File: config.mk
export PLATFORM = sky130hd
export DESIGN_NAME = alu_result_stage
export DESIGN_NICKNAME = d
export VERILOG_FILES = /design/src/rtl/alu_pkg.sv /design/src/rtl/skid_fifo2.sv /design/src/rtl/alu_result_stage.sv
export SDC_FILE = /design/constraint.sdc
export NUM_CORES = 1
export LEC_CHECK = 0
export CAP_MARGIN = 5
export CORE_MARGIN = 4
export CORE_UTILIZATION = 44
export CTS_CLUSTER_SIZE = 24
export DETAILED_ROUTE_END_ITERATION = 7
export PLACE_DENSITY = 0.79
export SYNTH_ARGS = -nofsm -noshare
export SYNTH_HDL_FRONTEND = slang
export SYNTH_SLANG_ARGS = --single-unit
export TNS_END_PERCENT = 1
File: constraint.sdc
create_clock -name clk -period 2.36 [get_ports clk]
set_input_delay 0.236 -clock clk [delete_from_list [all_inputs] [get_ports clk]]
set_output_delay 0.236 -clock clk [all_outputs]
set_load 0.02 [all_outputs]
File: src/rtl/alu_pkg.sv
// Shared definitions for the ALU result stage: op encodings, default widths
// and the result-mux / flag helpers used by the top.
package alu_pkg;

    localparam int ALU_WIDTH  = 16;
    localparam int ALU_DEST_W = 3;

    // Per-entry status bits carried alongside result and destination: z, n, flag_we.
    localparam int ALU_FLAG_BITS = 3;

    typedef enum logic [1:0] {
        ALU_OP_AND    = 2'b00,
        ALU_OP_OR     = 2'b01,
        ALU_OP_XOR    = 2'b10,
        ALU_OP_PASS_A = 2'b11
    } alu_op_e;

    // Default-width queue entry; the top re-declares it from its own parameters.
    typedef struct packed {
        logic [ALU_WIDTH-1:0]  result;
        logic [ALU_DEST_W-1:0] dest;
        logic                  z;
        logic                  n;
        logic                  flag_we;
    } alu_entry_t;

    localparam int ALU_ENTRY_W = $bits(alu_entry_t);

endpackage

File: src/rtl/skid_fifo2.sv
// Generic 2-entry valid/ready FIFO. Head and tail are explicit registers, so
// the head payload only moves when it is retired.
module skid_fifo2 #(
    parameter int DW = 8
) (
    input  logic          clk,
    input  logic          rst_n,
    input  logic          in_valid,
    output logic          in_ready,
    input  logic [DW-1:0] in_data,
    output logic          out_valid,
    input  logic          out_ready,
    output logic [DW-1:0] out_data
);

    logic [1:0]    count_q, count_d;
    logic [DW-1:0] head_q, head_d;
    logic [DW-1:0] tail_q, tail_d;
    logic          push, pop;

    assign in_ready  = (count_q != 2'd2);
    assign out_valid = (count_q != 2'd0);
    assign out_data  = head_q;

    assign push = in_valid & in_ready;
    assign pop  = out_valid & out_ready;

    always_comb begin
        count_d = count_q;
        head_d  = head_q;
        tail_d  = tail_q;
        unique case ({push, pop})
            2'b10: begin
                if (count_q == 2'd0) head_d = in_data;
                else                 tail_d = in_data;
                count_d = count_q + 2'd1;
            end
            2'b01: begin
                head_d  = tail_q;
                count_d = count_q - 2'd1;
            end
            // Both at once only happens with exactly one entry: new data replaces the head.
            2'b11: head_d = in_data;
            default: ;
        endcase
    end

    always_ff @(posedge clk or negedge rst_n) begin
        if (!rst_n) begin
            count_q <= 2'd0;
            head_q  <= '0;
            tail_q  <= '0;
        end else begin
            count_q <= count_d;
            head_q  <= head_d;
            tail_q  <= tail_d;
        end
    end

endmodule

File: src/rtl/alu_result_stage.sv
// ALU output stage: logic-unit result select, Z/N flag compute, 2-deep result
// queue toward writeback and the architectural status flags.
module alu_result_stage
    import alu_pkg::*;
#(
    parameter int WIDTH  = ALU_WIDTH,
    parameter int DEST_W = ALU_DEST_W
) (
    input  logic              clk,
    input  logic              rst_n,
    input  logic              in_valid,
    output logic              in_ready,
    input  logic [1:0]        in_op,
    input  logic [WIDTH-1:0]  and_res,
    input  logic [WIDTH-1:0]  or_res,
    input  logic [WIDTH-1:0]  xor_res,
    input  logic [WIDTH-1:0]  a_in,
    input  logic [DEST_W-1:0] in_dest,
    input  logic              in_flag_we,
    output logic              out_valid,
    input  logic              out_ready,
    output logic [WIDTH-1:0]  out_data,
    output logic [DEST_W-1:0] out_dest,
    output logic              out_z,
    output logic              out_n,
    output logic              stat_z,
    output logic              stat_n
);

    typedef struct packed {
        logic [WIDTH-1:0]  result;
        logic [DEST_W-1:0] dest;
        logic              z;
        logic              n;
        logic              flag_we;
    } entry_t;

    localparam int EW = WIDTH + DEST_W + ALU_FLAG_BITS;

    logic [WIDTH-1:0] result;
    entry_t           push_ent, head_ent;
    logic [EW-1:0]    head_bits;
    logic             stat_z_q, stat_z_d;
    logic             stat_n_q, stat_n_d;

    always_comb begin
        result = '0;
        unique case (alu_op_e'(in_op))
            ALU_OP_AND:    result = and_res;
            ALU_OP_OR:     result = or_res;
            ALU_OP_XOR:    result = xor_res;
            ALU_OP_PASS_A: result = a_in;
            default:       result = '0;
        endcase
    end

    always_comb begin
        push_ent.result  = result;
        push_ent.dest    = in_dest;
        push_ent.z       = (result == '0);
        push_ent.n       = result[WIDTH-1];
        push_ent.flag_we = in_flag_we;
    end

    skid_fifo2 #(.DW(EW)) u_q (
        .clk       (clk),
        .rst_n     (rst_n),
        .in_valid  (in_valid),
        .in_ready  (in_ready),
        .in_data   (push_ent),
        .out_valid (out_valid),
        .out_ready (out_ready),
        .out_data  (head_bits)
    );

    assign head_ent = entry_t'(head_bits);
    assign out_data = head_ent.result;
    assign out_dest = head_ent.dest;
    assign out_z    = head_ent.z;
    assign out_n    = head_ent.n;

    // Status flags commit at retire, not at accept, so they follow writeback order.
    always_comb begin
        stat_z_d = stat_z_q;
        stat_n_d = stat_n_q;
        if (out_valid && out_ready && head_ent.flag_we) begin
            stat_z_d = head_ent.z;
            stat_n_d = head_ent.n;
        end
    end

    always_ff @(posedge clk or negedge rst_n) begin
        if (!rst_n) begin
            stat_z_q <= 1'b0;
            stat_n_q <= 1'b0;
        end else begin
            stat_z_q <= stat_z_d;
            stat_n_q <= stat_n_d;
        end
    end

    assign stat_z = stat_z_q;
    assign stat_n = stat_n_q;

endmodule
**After elaboration in Yosys (flattened, before gate mapping)**

Index checks and enable logic that the tools add are counted.

- Multiplexer cells: 4
- Equality and inequality tests: 8
- Reductions and logical operators: 10
- Bitwise gates (word level): 3
- Add/sub/neg operators: 2

Operators with widths:

| operator | number |
|---|---|
| $pmux 22 s3 | 1 |
| $pmux 16 s4 | 1 |
| $mux 22 | 1 |
| $logic_not 16->1 | 1 |
| $eq 2x2->1 const B | 4 |
| $eq 2x1->1 const B | 2 |
| $logic_not 2->1 | 2 |
| $pmux 2 s2 | 1 |
| $reduce_and 2->1 | 2 |
| $reduce_bool 2->1 | 2 |
| $reduce_bool 3->1 | 1 |
| $add 2x1->2 const B | 1 |
| $and 1x1->1 | 2 |
| $logic_and 1x1->1 | 2 |
| $ne 2x1->1 const B | 1 |
| $ne 2x2->1 const B | 1 |
| $sub 2x1->2 const B | 1 |
| $not 1->1 | 1 |

- Bits of input ports: 74
- Flip-flop bits (word level): 48

**Depth between registers and ports, before layout**

- Depth after elaboration: 5
- Depth in mapped cells: 9
- Depth with buffers taken out: 8

**Cells and area by module**

A second synthesis with hierarchy kept.

- Cell total of the unflattened synthesis: 163
- Area total of the unflattened synthesis: 2695.1 um2

By module, submodules not included:

| module | instances | area each (um2) | seq. area each (um2) | cells each |
|---|---|---|---|---|
| skid_fifo2 | 1 | 2149.6 | 1151.1 | 133 |
| alu_result_stage | 1 | 545.5 | 50.0 | 30 |

**Worst setup path after synthesis**

OpenSTA, ideal clock, no wires.

- Kind: reg-to-reg
- From: register u_q.count_q[0]
- To: register u_q.head_q[17] (netlist: u_q.out_data[17])
- Clock period less this slack: 2.040 ns
- Cell stages (with the launch flop): 10
- Path buffers: 2
- Slack: 0.320 ns
- Required time: 2.227 ns
- Arrival time: 1.906 ns
- Library setup time: 0.133 ns
- Cell sequence: dfrtp_1 -> nor2_1 -> inv_1 -> nand2_1 -> inv_2 -> ha_1 -> clkbuf_1 -> buf_1 -> mux2i_1 -> o21ai_0

- Cells in the longest elaborated chain, start to end: 5
- Elaborated cells on any way between the ends: 12
- Those cells by class: eq/ne (5); mux (1); bitwise (2); reduce/logical (4)

Ends and longest elaborated chain:

| element | RTL line | RTL |
|---|---|---|
| from (decl) | skid_fifo2.sv:16 | `logic [1:0] count_q, count_d;` |
| from (signal assigned) | skid_fifo2.sv:54 | `count_q <= count_d;` |
| $reduce_bool 2->1 * | skid_fifo2.sv:22 | `assign out_valid = (count_q != 2'd0);` |
| net out_valid | alu_result_stage.sv:20 | `output logic out_valid,` |
| $and 1x1->1 * | skid_fifo2.sv:26 | `assign pop = out_valid & out_ready;` |
| $eq 2x2->1 or $eq 2x1->1 (tied branches) | skid_fifo2.sv:32 | `unique case ({push, pop})` |
| $ne 2x1->1 (no source line) or $reduce_bool 3->1 (tied branches) | -- |  |
| $reduce_and 2->1 (no source line) | -- |  |
| to (signal assigned) | skid_fifo2.sv:51 | `head_q <= '0;` |
| to (signal assigned) | skid_fifo2.sv:55 | `head_q <= head_d;` |
| to (decl) | skid_fifo2.sv:17 | `logic [DW-1:0] head_q, head_d;` |

The timed path passes the listed nets; every way through them passes the cells marked *.
A chain may end at the register's enable or synchronous reset.

**Worst setup path after layout**

- From: input in_op[0]
- To: register u_q.head_q[2] (netlist: u_q.out_data[2])

- Cells in the longest elaborated chain, start to end: 5
- Elaborated cells on any way between the ends: 8
- Those cells by class: eq/ne (3); mux (3); reduce/logical (2)

Ends and longest elaborated chain:

| element | RTL line | RTL |
|---|---|---|
| from (decl) | alu_result_stage.sv:13 | `input logic [1:0] in_op,` |
| $eq 2x2->1, or another cell as far along | alu_result_stage.sv:48 | `unique case (alu_op_e'(in_op))` |
| $pmux 16 s4 * | alu_result_stage.sv:48 |  |
| $logic_not 16->1 * | alu_result_stage.sv:60 | `push_ent.z = (result == '0);` |
| $mux 22 | skid_fifo2.sv:34 | `if (count_q == 2'd0) head_d = in_data;` |
| $pmux 22 s3 * | skid_fifo2.sv:32 |  |

Every way passes the cells marked *; elsewhere a longest branch is shown, timed or not. The select of a mux whose other input is x is not followed.

==> reports/summary.txt <==
========================================================================================================
Max_slew headroom                                                                                  75.0%
Overall power                                                                                    3.67 mW
Avg WL per Cell                                                                                  16.5 um
Clock Skew                                                                                    0.00581 ns
Number of DRC violations after detailed routing                                                        0
CTS Buffer Depth                                                                                       2
Maximum number of pins on one net before global-route repair                                          26
Setup slack, reg-to-reg                                                                          0.41 ns
Vertical die dimension                                                                           84.1 um
CTS root buf                                                                                sky130_fd_sc_hd__clkbuf_8
Post-place instance area                                                                        3550 um2
Synth Area per Inst                                                                             12.6 um2
Crit path cell chain                                                                        clkdlybuf4s50_1 -> buf_12 -> mux4_2 -> nor4_1 -> nand4_1 -> o311ai_2
Number of antenna repair diodes                                                                        0
Layout Cells excl Fill                                                                               362
Number of rows created at floorplan                                                                   27
Largest fanout on the critical path                                                                   16
Total of endpoints with negative setup slack in the final report                                       0
First-pass GRT wire length                                                                       9.64 mm
Number of global-route vias before repair                                                           2045
Leakage dissipation                                                                              1.50 nW
First DRT Iteration DRCs                                                                             107
Fmax                                                                                           0.482 GHz
Routed wire length                                                                               5.96 mm
Seq/Total Area, Yosys                                                                              45.2%
Count of final max-slew check failures                                                                 0
Synth warnings                                                                                         0
Residual antenna-violating net count after detailed routing                                            0
Fraction of power consumed by sequential logic                                                     37.4%
HPWL after DPL                                                                                   4.81 mm
Crit-path leading delay family                                                              buffers and inverters
Psw                                                                                              1.27 mW
Initial antenna violation count                                                                        0
Netlist cell types                                                                                    26
Classification of the worst setup path                                                         in -> reg
Syn nets                                                                                             278
Post-cts sizing count                                                                                  0
Routed via count divided by cell count                                                              5.22
First-pass iteration count of the detailed router                                                      4
Number of nets in the final layout                                                                   365
Die X                                                                                            84.1 um
Clock tree from TritonCTS                                                                            yes
Number of input and output port buffers inserted                                                      98
P per Cell Area                                                                              1000 nW/um2
Final sum of negative setup slack                                                                   0 ns
Area taken by multi-input logic gates                                                           1180 um2
Number of clock sinks                                                                                 46
Worst slew pin tran                                                                             0.371 ns
Result of the run                                                                           finished, final reports clean
Core ar.                                                                                        5570 um2
Number of buffers inserted for hold repair after clock tree synthesis                                  1
Ports                                                                                                 99
Master of the slowest instance on the critical path                                         sky130_fd_sc_hd__mux4_2
Die Outline Area                                                                                7070 um2
Switching share of power                                                                           34.6%
Clock group share of total power                                                                   15.6%
Worst stage delay on the critical path                                                           0.53 ns
Placed instance count                                                                                353
Setup Fix Bufs, Post-CTS                                                                               0
Relative contribution of combinational cells to total power                                        47.0%
Crit path time final                                                                             2.08 ns
Register cell area after layout                                                                 1150 um2
Class of the worst hold path                                                                 in -> async
Placer Congestion                                                                                  0.765
Total global routing track utilization                                                             17.6%
Worst EP required                                                                                2.57 ns
Final design area excluding fillers                                                             3660 um2
Layout Area Growth over Synthesis                                                                  43.9%
Category of the worst setup path launch point                                                  input pin
Max-capacitance violation count                                                                        0
Clock latency of the later-clocked register in the worst-skew pair                               0.30 ns
WP buf/inv                                                                                             2
Count of mapped cells out of synthesis                                                               202
Hold violation total from the final report                                                             0
Setup repair after global routing missed its margin                                                   no
Arrival @ worst endpoint                                                                         2.28 ns
Effective utilization at floorplan                                                                 45.7%
Period utilization                                                                                 88.0%
Clock buffers created by TritonCTS                                                                     5
Filler cell count                                                                                    441
Post-Syn Area                                                                                   2550 um2
Count of state elements after synthesis                                                               46
Post-Route Hold Slack                                                                           0.453 ns
Total grt overflow                                                                                     0
Count of vias placed by the detailed router                                                         1891
P_int                                                                                            2.40 mW
Peak supply drop                                                                              0.000535 V
Post-CTS clock slew at the launch and capture registers of the worst setup and hold paths        0.08 ns
Level count of the clock H-tree                                                                        2
Fraction of layout cells with a size suffix above 1                                                19.3%
Category of the worst setup path capture point                                                 flip-flop
========================================================================================================
## cell families (layout without fill, tap and decap cells)
family,after synthesis,count (layout),synth area share (%)
XOR/XNOR,3,3,1.03
AND/OR/NAND/NOR,34,34,5.99
buffers and inverters,35,123,8.89
multiplexers,58,58,32.8
adder cells (fa/ha/maj),2,2,0.982
flip-flops,46,46,45.2
AO/OA/AOI/OAI,24,24,5.16
## synth_stat cells (all sizes together)
library cell	instances	area (um2)
a21oi	1	5.00
clkbuf	9	33.8
mux2i	20	200
buf	23	181
nand3b	1	7.51
o21ai	22	110
nand2	25	93.8
dfrtp	46	1150
nand4	1	6.26
o311ai	1	16.3
nand2b	1	6.26
nor2	2	7.51
mux4	16	387
nor4	4	31.3
ha	2	25.0
mux2	22	248
inv	3	11.3
xnor2	2	17.5
xor2	1	8.76
## layer usage
| layer | part of all wire [%] | routed length (um) | track usage (%) | vias up |
|---|---|---|---|---|
| met3 | 8.1 | 485 | 5.33 | 13 |
| met4 | 2.4 | 146 | 6.87 | 0 |
| met2 | 51 | 3040 | 31.2 | 83 |
| met5 | 0 | 0 | 0 | - |
| met1 | 38 | 2300 | 19.6 | 911 |
| li1 | - | - | - | 884 |
## placed cells by master, fill, tap and decap left out, types with 3 or more instances in the layout
cell and count:
sky130_fd_sc_hd__nand2_1 25, sky130_fd_sc_hd__mux4_2 9, sky130_fd_sc_hd__mux4_1 7, sky130_fd_sc_hd__dfrtp_1 46
sky130_fd_sc_hd__mux2_2 22, sky130_fd_sc_hd__buf_12 3, sky130_fd_sc_hd__clkbuf_8 5, sky130_fd_sc_hd__clkdlybuf4s50_1 97
sky130_fd_sc_hd__nor4_1 3, sky130_fd_sc_hd__buf_4 10, sky130_fd_sc_hd__o21ai_0 19, sky130_fd_sc_hd__mux2i_1 20
## final timing paths
kind,startpoint,endpoint,depth (start not counted)
min reg2reg,u_q.out_data[12],u_q.out_data[12],2
max in group asynchronous,rst_n,u_q.out_data[19],3
min in group clk,u_q.out_data[12],u_q.out_data[12],2
max,in_op[0],u_q.out_data[2],6
max reg2reg,u_q.count_q[0],u_q.count_q[1],9
min,rst_n,u_q.tail_q[0],3
## worst register-to-register path, cell delays in order (launching register included)
cell and delay (ns):
sky130_fd_sc_hd__dfrtp_1 0.46, sky130_fd_sc_hd__nor2_1 0.30, sky130_fd_sc_hd__inv_1 0.10, sky130_fd_sc_hd__nand2_1 0.12, sky130_fd_sc_hd__inv_2 0.07, sky130_fd_sc_hd__ha_1 0.23, sky130_fd_sc_hd__buf_12 0.18, sky130_fd_sc_hd__xnor2_1 0.13
sky130_fd_sc_hd__nor2_1 0.12, sky130_fd_sc_hd__xor2_1 0.16
## registers in the layout, indices dropped and copies added (netlist names)
signal / count
stat_n: 1
stat_z: 1
u_q.count_q: 2
u_q.out_data: 21
u_q.tail_q: 21
## through the flow
step | util (%) | worst slack [ns]
floorplan | - | 0.320
global placement | 63.7 | -0.0124
global route | 65.7 | 0.188
finish | 65.7 | 0.284
CTS | 65.7 | 0.296
detailed placement | 63.7 | -0.0221
## power groups by stage
stage	Combinational, mW	Sequential (mW)	Clock (mW)
after detailed placement	1.75	1.39	0
after global routing	1.87	1.42	0.623
after floorplan	1.22	1.34	0
after global placement	1.71	1.36	0
final	1.72	1.37	0.572
after CTS	1.75	1.37	0.589
## layout make-up
| class | count | area share, % |
|---|---|---|
| Multi-Input combinational cell | 121 | 32.3 |
| Clock buffer | 7 | 2.08 |
| Timing Repair Buffer | 112 | 30.6 |
| Clock inverter | 1 | 0.819 |
| Tap cell | 72 | 2.46 |
| Inverter | 3 | 0.307 |
| Sequential cell | 46 | 31.4 |
Power figures use the tool's default switching activity.
